**src/rtl/burst_line_adaptor_pkg.sv**
```systemverilog
// Shared types for the burst line adaptor: FSM state, operation type and a
// line-alignment helper for 32-bit addresses.
package burst_line_adaptor_pkg;

  localparam int unsigned ADDR_W = 32;

  typedef enum logic [1:0] {
    ST_IDLE  = 2'd0,
    ST_WRITE = 2'd1,
    ST_READ  = 2'd2,
    ST_DONE  = 2'd3
  } state_t;

  typedef enum logic [1:0] {
    OP_READ  = 2'd0,
    OP_WRITE = 2'd1,
    OP_BOTH  = 2'd2
  } op_t;

  // Clear the byte-offset bits of an address for a line of line_bytes bytes.
  function automatic logic [ADDR_W-1:0] line_align(input logic [ADDR_W-1:0] addr,
                                                   input int unsigned       line_bytes);
    return addr & ~(ADDR_W'(line_bytes) - ADDR_W'(1));
  endfunction

endpackage

```
**src/rtl/beat_counter.sv**
```systemverilog
// Beat counter for one burst phase: counts accepted beats modulo BEATS.
// Ports:
//   clk, reset  clock and synchronous active-high reset
//   clear       restart the count at 0 (new operation)
//   advance     one beat completed this cycle
//   count       current beat index (registered)
//   term_c      count is at the last beat of the phase (combinational)
module beat_counter #(
  parameter  int unsigned BEATS = 4,
  localparam int unsigned CNT_W = $clog2(BEATS)
) (
  input  logic             clk,
  input  logic             reset,
  input  logic             clear,
  input  logic             advance,
  output logic [CNT_W-1:0] count,
  output logic             term_c
);

  assign term_c = (count == CNT_W'(BEATS - 1));

  // Wrap to 0 on the terminal beat so the next phase starts at beat 0.
  always_ff @(posedge clk) begin
    if (reset) begin
      count <= '0;
    end else if (clear) begin
      count <= '0;
    end else if (advance) begin
      count <= term_c ? '0 : count + CNT_W'(1);
    end
  end

endmodule

```
**src/rtl/burst_line_adaptor.sv**
```systemverilog
// Converts cacheline fill/writeback requests into memory bursts of BURST_W
// beats. A combined request writes the victim line back before filling.
// Ports:
//   clk, reset                 clock, synchronous active-high reset
//   read_i, write_i            fill / writeback request levels, held until resp_o
//   address_i, wb_address_i    fill address, writeback address (combined op)
//   line_i, line_o             writeback data in, fill data out
//   resp_o, busy_o             completion pulse, not-idle indication
//   burst_i, burst_o           memory read beat in, memory write beat out
//   address_o, read_o, write_o line-aligned memory address and strobes
//   resp_i                     memory beat accept / beat valid
module burst_line_adaptor
  import burst_line_adaptor_pkg::*;
#(
  parameter int unsigned LINE_W  = 256,
  parameter int unsigned BURST_W = 64
) (
  input  logic               clk,
  input  logic               reset,
  input  logic               read_i,
  input  logic               write_i,
  input  logic [ADDR_W-1:0]  address_i,
  input  logic [ADDR_W-1:0]  wb_address_i,
  input  logic [LINE_W-1:0]  line_i,
  output logic [LINE_W-1:0]  line_o,
  output logic               resp_o,
  output logic               busy_o,
  input  logic [BURST_W-1:0] burst_i,
  output logic [BURST_W-1:0] burst_o,
  output logic [ADDR_W-1:0]  address_o,
  output logic               read_o,
  output logic               write_o,
  input  logic               resp_i
);

  localparam int unsigned BEATS      = LINE_W / BURST_W;
  localparam int unsigned CNT_W      = $clog2(BEATS);
  localparam int unsigned LINE_BYTES = LINE_W / 8;

  // The line must split into a power-of-two number (>= 2) of whole beats.
  if (BEATS < 2 || (BEATS & (BEATS - 1)) != 0 || BEATS * BURST_W != LINE_W) begin : g_bad_cfg
    $error("burst_line_adaptor: LINE_W/BURST_W must be a power of 2 and >= 2");
  end

  state_t             state;
  op_t                op;
  logic [BURST_W-1:0] wbuf [BEATS];
  logic [BURST_W-1:0] rbuf [BEATS];
  logic [ADDR_W-1:0]  wr_addr;
  logic [ADDR_W-1:0]  rd_addr;
  logic [CNT_W-1:0]   count;
  logic [CNT_W-1:0]   next_idx;
  logic               term_c;
  logic               accept_c;
  logic               beat_c;
  logic [ADDR_W-1:0]  rd_aligned_c;
  logic [ADDR_W-1:0]  wr_aligned_c;

  assign accept_c     = (state == ST_IDLE) && (read_i || write_i);
  assign beat_c       = resp_i && ((state == ST_WRITE) || (state == ST_READ));
  assign next_idx     = count + CNT_W'(1);
  assign rd_aligned_c = line_align(address_i, LINE_BYTES);
  // A write-only op writes back to the fill address; a combined op uses wb_address_i.
  assign wr_aligned_c = line_align((read_i && write_i) ? wb_address_i : address_i, LINE_BYTES);

  beat_counter #(
    .BEATS (BEATS)
  ) u_beat_counter (
    .clk     (clk),
    .reset   (reset),
    .clear   (accept_c),
    .advance (beat_c),
    .count   (count),
    .term_c  (term_c)
  );

  // Fill data is the read buffer itself; beat 0 is the least significant.
  for (genvar g = 0; g < int'(BEATS); g++) begin : g_line_o
    assign line_o[g*BURST_W +: BURST_W] = rbuf[g];
  end

  // Control FSM with registered memory-side and upstream outputs.
  always_ff @(posedge clk) begin
    if (reset) begin
      state     <= ST_IDLE;
      op        <= OP_READ;
      wr_addr   <= '0;
      rd_addr   <= '0;
      resp_o    <= 1'b0;
      busy_o    <= 1'b0;
      read_o    <= 1'b0;
      write_o   <= 1'b0;
      address_o <= '0;
      burst_o   <= '0;
      for (int i = 0; i < int'(BEATS); i++) begin
        wbuf[i] <= '0;
        rbuf[i] <= '0;
      end
    end else begin
      resp_o <= 1'b0;
      case (state)
        ST_IDLE: begin
          if (accept_c) begin
            for (int i = 0; i < int'(BEATS); i++) begin
              wbuf[i] <= line_i[i*BURST_W +: BURST_W];
            end
            rd_addr <= rd_aligned_c;
            wr_addr <= wr_aligned_c;
            burst_o <= line_i[BURST_W-1:0];
            busy_o  <= 1'b1;
            if (write_i) begin
              op        <= read_i ? OP_BOTH : OP_WRITE;
              state     <= ST_WRITE;
              write_o   <= 1'b1;
              address_o <= wr_aligned_c;
            end else begin
              op        <= OP_READ;
              state     <= ST_READ;
              read_o    <= 1'b1;
              address_o <= rd_aligned_c;
            end
          end
        end
        ST_WRITE: begin
          if (resp_i) begin
            // Present the following beat so each accept sees fresh data next cycle.
            burst_o <= wbuf[next_idx];
            if (term_c) begin
              write_o <= 1'b0;
              if (op == OP_BOTH) begin
                state     <= ST_READ;
                read_o    <= 1'b1;
                address_o <= rd_addr;
              end else begin
                state  <= ST_DONE;
                resp_o <= 1'b1;
              end
            end
          end
        end
        ST_READ: begin
          if (resp_i) begin
            rbuf[count] <= burst_i;
            if (term_c) begin
              read_o <= 1'b0;
              state  <= ST_DONE;
              resp_o <= 1'b1;
            end
          end
        end
        ST_DONE: begin
          state  <= ST_IDLE;
          busy_o <= 1'b0;
        end
        default: state <= ST_IDLE;
      endcase
    end
  end

endmodule
```
**config.mk**
```make
export PLATFORM = sky130hd
export DESIGN_NAME = burst_line_adaptor
export DESIGN_NICKNAME = d
export VERILOG_FILES = /design/src/rtl/burst_line_adaptor_pkg.sv /design/src/rtl/beat_counter.sv /design/src/rtl/burst_line_adaptor.sv
export SDC_FILE = /design/constraint.sdc
export NUM_CORES = 1
export LEC_CHECK = 0
export ABC_AREA = 1
export ABC_CLOCK_PERIOD_IN_PS = 23300
export BUFFER_PORTS_ARGS = -buffer_cell sky130_fd_sc_hd__buf_2
export CELL_PAD_IN_SITES_DETAIL_PLACEMENT = 0
export CELL_PAD_IN_SITES_GLOBAL_PLACEMENT = 1
export CORE_AREA = 2 2 286 288
export CTS_CLUSTER_DIAMETER = 150
export DETAILED_ROUTE_END_ITERATION = 12
export DIE_AREA = 0 0 288 290
export PLACE_DENSITY_LB_ADDON = 0.1
export SLEW_MARGIN = 20
export SYNTH_ARGS = -nofsm -noshare
export SYNTH_HDL_FRONTEND = slang
export SYNTH_SLANG_ARGS = --single-unit
export TNS_END_PERCENT = 100
```
**constraint.sdc**
```tcl
create_clock -name clk -period 23.3 [get_ports clk]
set_input_delay 2.33 -clock clk [delete_from_list [all_inputs] [get_ports clk]]
set_output_delay 2.33 -clock clk [all_outputs]
set_load 0.005 [all_outputs]
```
# Word-level counts from Yosys, hierarchy flattened
# Memories as Yosys holds them, arrays and structs flattened.
# Cells that the tools add are included.
# word_totals
mem_count,2
ramBits,512
inputBits,389
register_bits,133
output_inout_bits,356
word_cells,105
# classes
addsub,1
n_eq_ne,13
n_mux,57
reduce_logical,18
n_bitwise,4
# memory_table
name,words,width,read_ports,rd_clocked_by_memory_dff,wr,line_no,rtl
rbuf,4,64,4,0,4,burst_line_adaptor.sv:48,logic [BURST_W-1:0] rbuf [BEATS];
wbuf,4,64,1,0,4,burst_line_adaptor.sv:47,logic [BURST_W-1:0] wbuf [BEATS];
# op_table
cell,count
64-bit 2-to-1 mux,7
32-bit 2-to-1 mux,6
64-bit one-hot mux with 2 select lines,1
32-bit one-hot mux with 2 select lines,1
64-bit OR reduction,1
1-bit 2-to-1 mux,27
2-bit 2-to-1 mux,10
5-bit AND reduction,3
2-bit != test (second input constant),5
2-bit == test (second input constant),4
2-bit one-hot mux with 4 select lines,1
8-bit AND reduction,1
2-bit by 1-bit != test with 1-bit output (second input constant),3
1-bit one-hot mux with 2 select lines,3
1-bit OR,4
2-bit AND reduction,2
2-bit nonzero test,2
1-bit logical AND,3
1-bit one-hot mux with 3 select lines,1
3-bit AND reduction,1
3-bit nonzero test,1
2-bit by 1-bit adder with 2-bit output (second input constant),1
2-bit by 1-bit == test with 1-bit output (second input constant),1
2-bit logical NOT,1
other kinds (2),3

# Logic depth before layout (Yosys ltp)
# depth
depth_word,7
ltp_mapped,12
mapped_depth_nobuf,10

# By module
# A second synthesis with hierarchy kept.
# unflattened
cells_unflattened,2913
area_unflattened_um2,27357.5
# by_module_without_submodules
module,seq_area_each_um2,n_inst,area_per_inst_um2,cells_each
burst_line_adaptor,17897.2,1,27259.9,2899
beat_counter,40.0,1,97.6,14

# Worst setup path before layout
# Ideal clock, no wire load.
# synth_timing
path_kind,input to register
startpoint,input write_i
endpoint,memory wbuf[0][0] (enable)
path_slack_ns,12.967
arrival_time_ns,9.613
setup_ns,0.720
path_stages,3
path_buffers,1
required_ns,22.580
cell_sequence,nand2_1 > nand3_1 > buf_1
# synth_rtl
element,line_no,rtl
start: declaration,burst_line_adaptor.sv:21,"input logic write_i,"
end: declaration,burst_line_adaptor.sv:47,

==> out/metrics.cfg <==
[run_status]
run_status=finished, final reports clean

[clocking]
cts_resized=0
cts_root_buffer=clkbuf_16
path_clk_slew_ns=0.06
cts_tree=done
clk_latency_ns=0.61
cts_made_buffers=74
cts_max_level=3
clock_path_buffers=3
cts_setup_buffers=0
clock_sinks=640
cts_hold_buf=0

[yosys]
synth_seq_cells=640
ys_seq_area_frac=0.6629
syn_avg_cell_area_um2=9.585
synthDistinctLibCells=26
synth_warnings=0
syn_area_mm2=0.02706
synth_top_area_share=0.5682
syn_inst=2823
synth.area.top_cells=edfxtp_1 57%, nor2_1 11%, dfxtp_1 9.5%, nand2_1 6.7%, inv_1 5.7%
yosys.area.top_type=edfxtp_1

[cells_and_area]
syn_to_final_growth_pct=25.21
final_nets=3882
drive_gt1_frac=0.2490

[timing]
max_slew_margin=0.2412
skew_ns=0.02209
final_max_slew_viol_count=0
fin_ws_ns=18.20
final.min_clock_period_ns=5.100
max_freq_ghz=0.1961
hold_viol_final=0
tightest_slew_ns=1.138
hold_slack_ns=0.4515
rsz0062_at_grt=no
fin_setup_tns_ns=0
fin_crit_sh=0.2189
setup-violations-final=0

[routing]
dr.pass1.iters=5
drc=0
wl_um=91150
wl_per_cell_um=19.68
via_per_inst=4.524
first_iter_violations=1281
ant_nets=0
vias=20960

[die]
rows=104
die_width_um=288
die_area_mm2=0.08352
core_area_mm2=0.08016
initial_core_util=0.3376
io_pins=745
die_y_um=290

[pwr]
leakage_nw=16.22
p_per_area_mw_per_mm2=107.2
share_comb_of_total_power=0.226
ir_drop_uv=57.10
netSwitchingFraction=0.3118
switchingPower_mw=1.132
power.share.clock=0.322
p_int_mw=2.500
pwr-share-seq=0.452

[global_routing]
grt_pass1_vias=21070
grt_antenna_before_repair=41
overflow=0
grt_usage=0.2128
grt_max_degree=189
grt_pass1_wl_um=133900

[place]
port_buffers=729
globalplace.congestion=0.8240
pre_cts_slack_ns=17.44
dp_hpwl_um=60060

[setup_path]
required_ns=23.40
cp-start-kind=input pin
worstPathArrival_ns=5.20
crit_path_end_kind=flop
cp_max_fo=65
path_class=input pin to flop
reg2reg_depth=10

[run]
maxCapViolCount=0

[min_path]
hp-class=flop to flop
worstHoldPathCells=2

[area by class of cell]
cell class | instances | area [µm²]
Antenna cell | 30 | 75.07
Clock buffer | 93 | 2048
Clock inverter | 39 | 379.1
Fill cell | 8146 | 46280
Inverter | 418 | 1574
Multi-Input combinational cell | 1605 | 6738
Sequential cell | 640 | 17940
Tap cell | 1060 | 1326
Timing Repair Buffer | 747 | 3800
[flip-flops by register name, indices dropped and copies added, names as in the netlist]
name,cells
op,2
write_o,1
wbuf,256
address_o,27
read_o,1
rd_addr,27
rbuf,256
state,2
busy_o,1
resp_o,1
burst_o,64
u_beat_counter.count,2
[cell usage after synthesis (all sizes together)]
cell type / n
inv: 418
nand4: 2
nor4: 1
nand2: 491
conb: 1
nand3: 69
a21oi: 72
o22ai: 28
edfxtp: 512
o21ai: 133
buf: 116
nor2: 770
clkbuf: 48
ha: 7
dfxtp: 128
o211ai: 27
[layer usage]
metal	global-route usage	wire length, µm	vias to the layer above	part of all wire
met4	0.1106	3929	22	0.043
met2	0.3572	44940	690	0.49
li1	-	-	10270	-
met1	0.2488	35040	9782	0.38
met3	0.05519	7012	190	0.077
met5	0.007558	228	-	0.0025
[worst paths after layout]
check,endpoint,from,slack [ns]
max reg2reg,rbuf[1][15],state[0],19.18
min,op[0],op[0],0.45
max,rbuf[1][15],resp_i,18.20
min reg2reg,op[0],op[0],0.45
[power groups by stage]
stage,registers [mW],logic [mW],clock network (mW)
2_1_floorplan,1.68,0.517,0
3_3_place_gp,1.66,0.833,0
3_5_place_dp,1.67,0.837,0
4_1_cts,1.65,0.840,1.20
5_1_grt,1.67,0.927,1.25
6_report,1.64,0.820,1.17
[worst max-delay path: stages]
cell and delay (ns):
buf_2 0.14, nand2_1 0.15, nor2_2 0.09, inv_2 0.05
buf_4 0.67, nor2_2 0.10, nand2_2 0.08, buf_4 0.69
nand2_4 0.79
[through the flow]
stage	total power [mW]	utilization	instances	instance area (µm²)
6_report	3.632	0.4227	4632	33880
5_1_grt	3.847	0.4225	4627	33870
4_1_cts	3.689	0.4217	4602	33800
3_5_place_dp	2.504	0.3914	4470	31380
3_3_place_gp	2.493	0.3914	4470	31380
2_1_floorplan	2.196	-	2827	27070
[cell families after synthesis]
group | share of synthesized area
AND/OR/NAND/NOR | 0.1900
flip-flops | 0.6629
buffers and inverters | 0.09188
AO/OA/AOI/OAI | 0.05188
adder cells (fa/ha/maj) | 0.003237
other | 0.0001386
[layout by cell type, fill, tap and decap left out, types with 2 or more instances in the layout]
master / count
nor2_1: 767
buf_2: 729
edfxtp_1: 512
nand2_1: 479
inv_1: 410
dfxtp_1: 127
o21ai_0: 83
clkbuf_16: 78
a21oi_1: 72
nand3_1: 67
o21ai_1: 49
diode_2: 30
o22ai_1: 28
o211ai_1: 27
buf_4: 16
clkinv_1: 15
clkbuf_1: 11
clkinv_2: 11
nand2_2: 7
inv_2: 6
bufinv_16: 6
nand2_4: 5
ha_1: 5
conb_1: 5
clkbuf_8: 4
clkinvlp_4: 3
nand4_1: 2
nor2_2: 2
inv_4: 2
ha_4: 2
inv_16: 2
No activity file was read; power rests on OpenSTA's default activity.
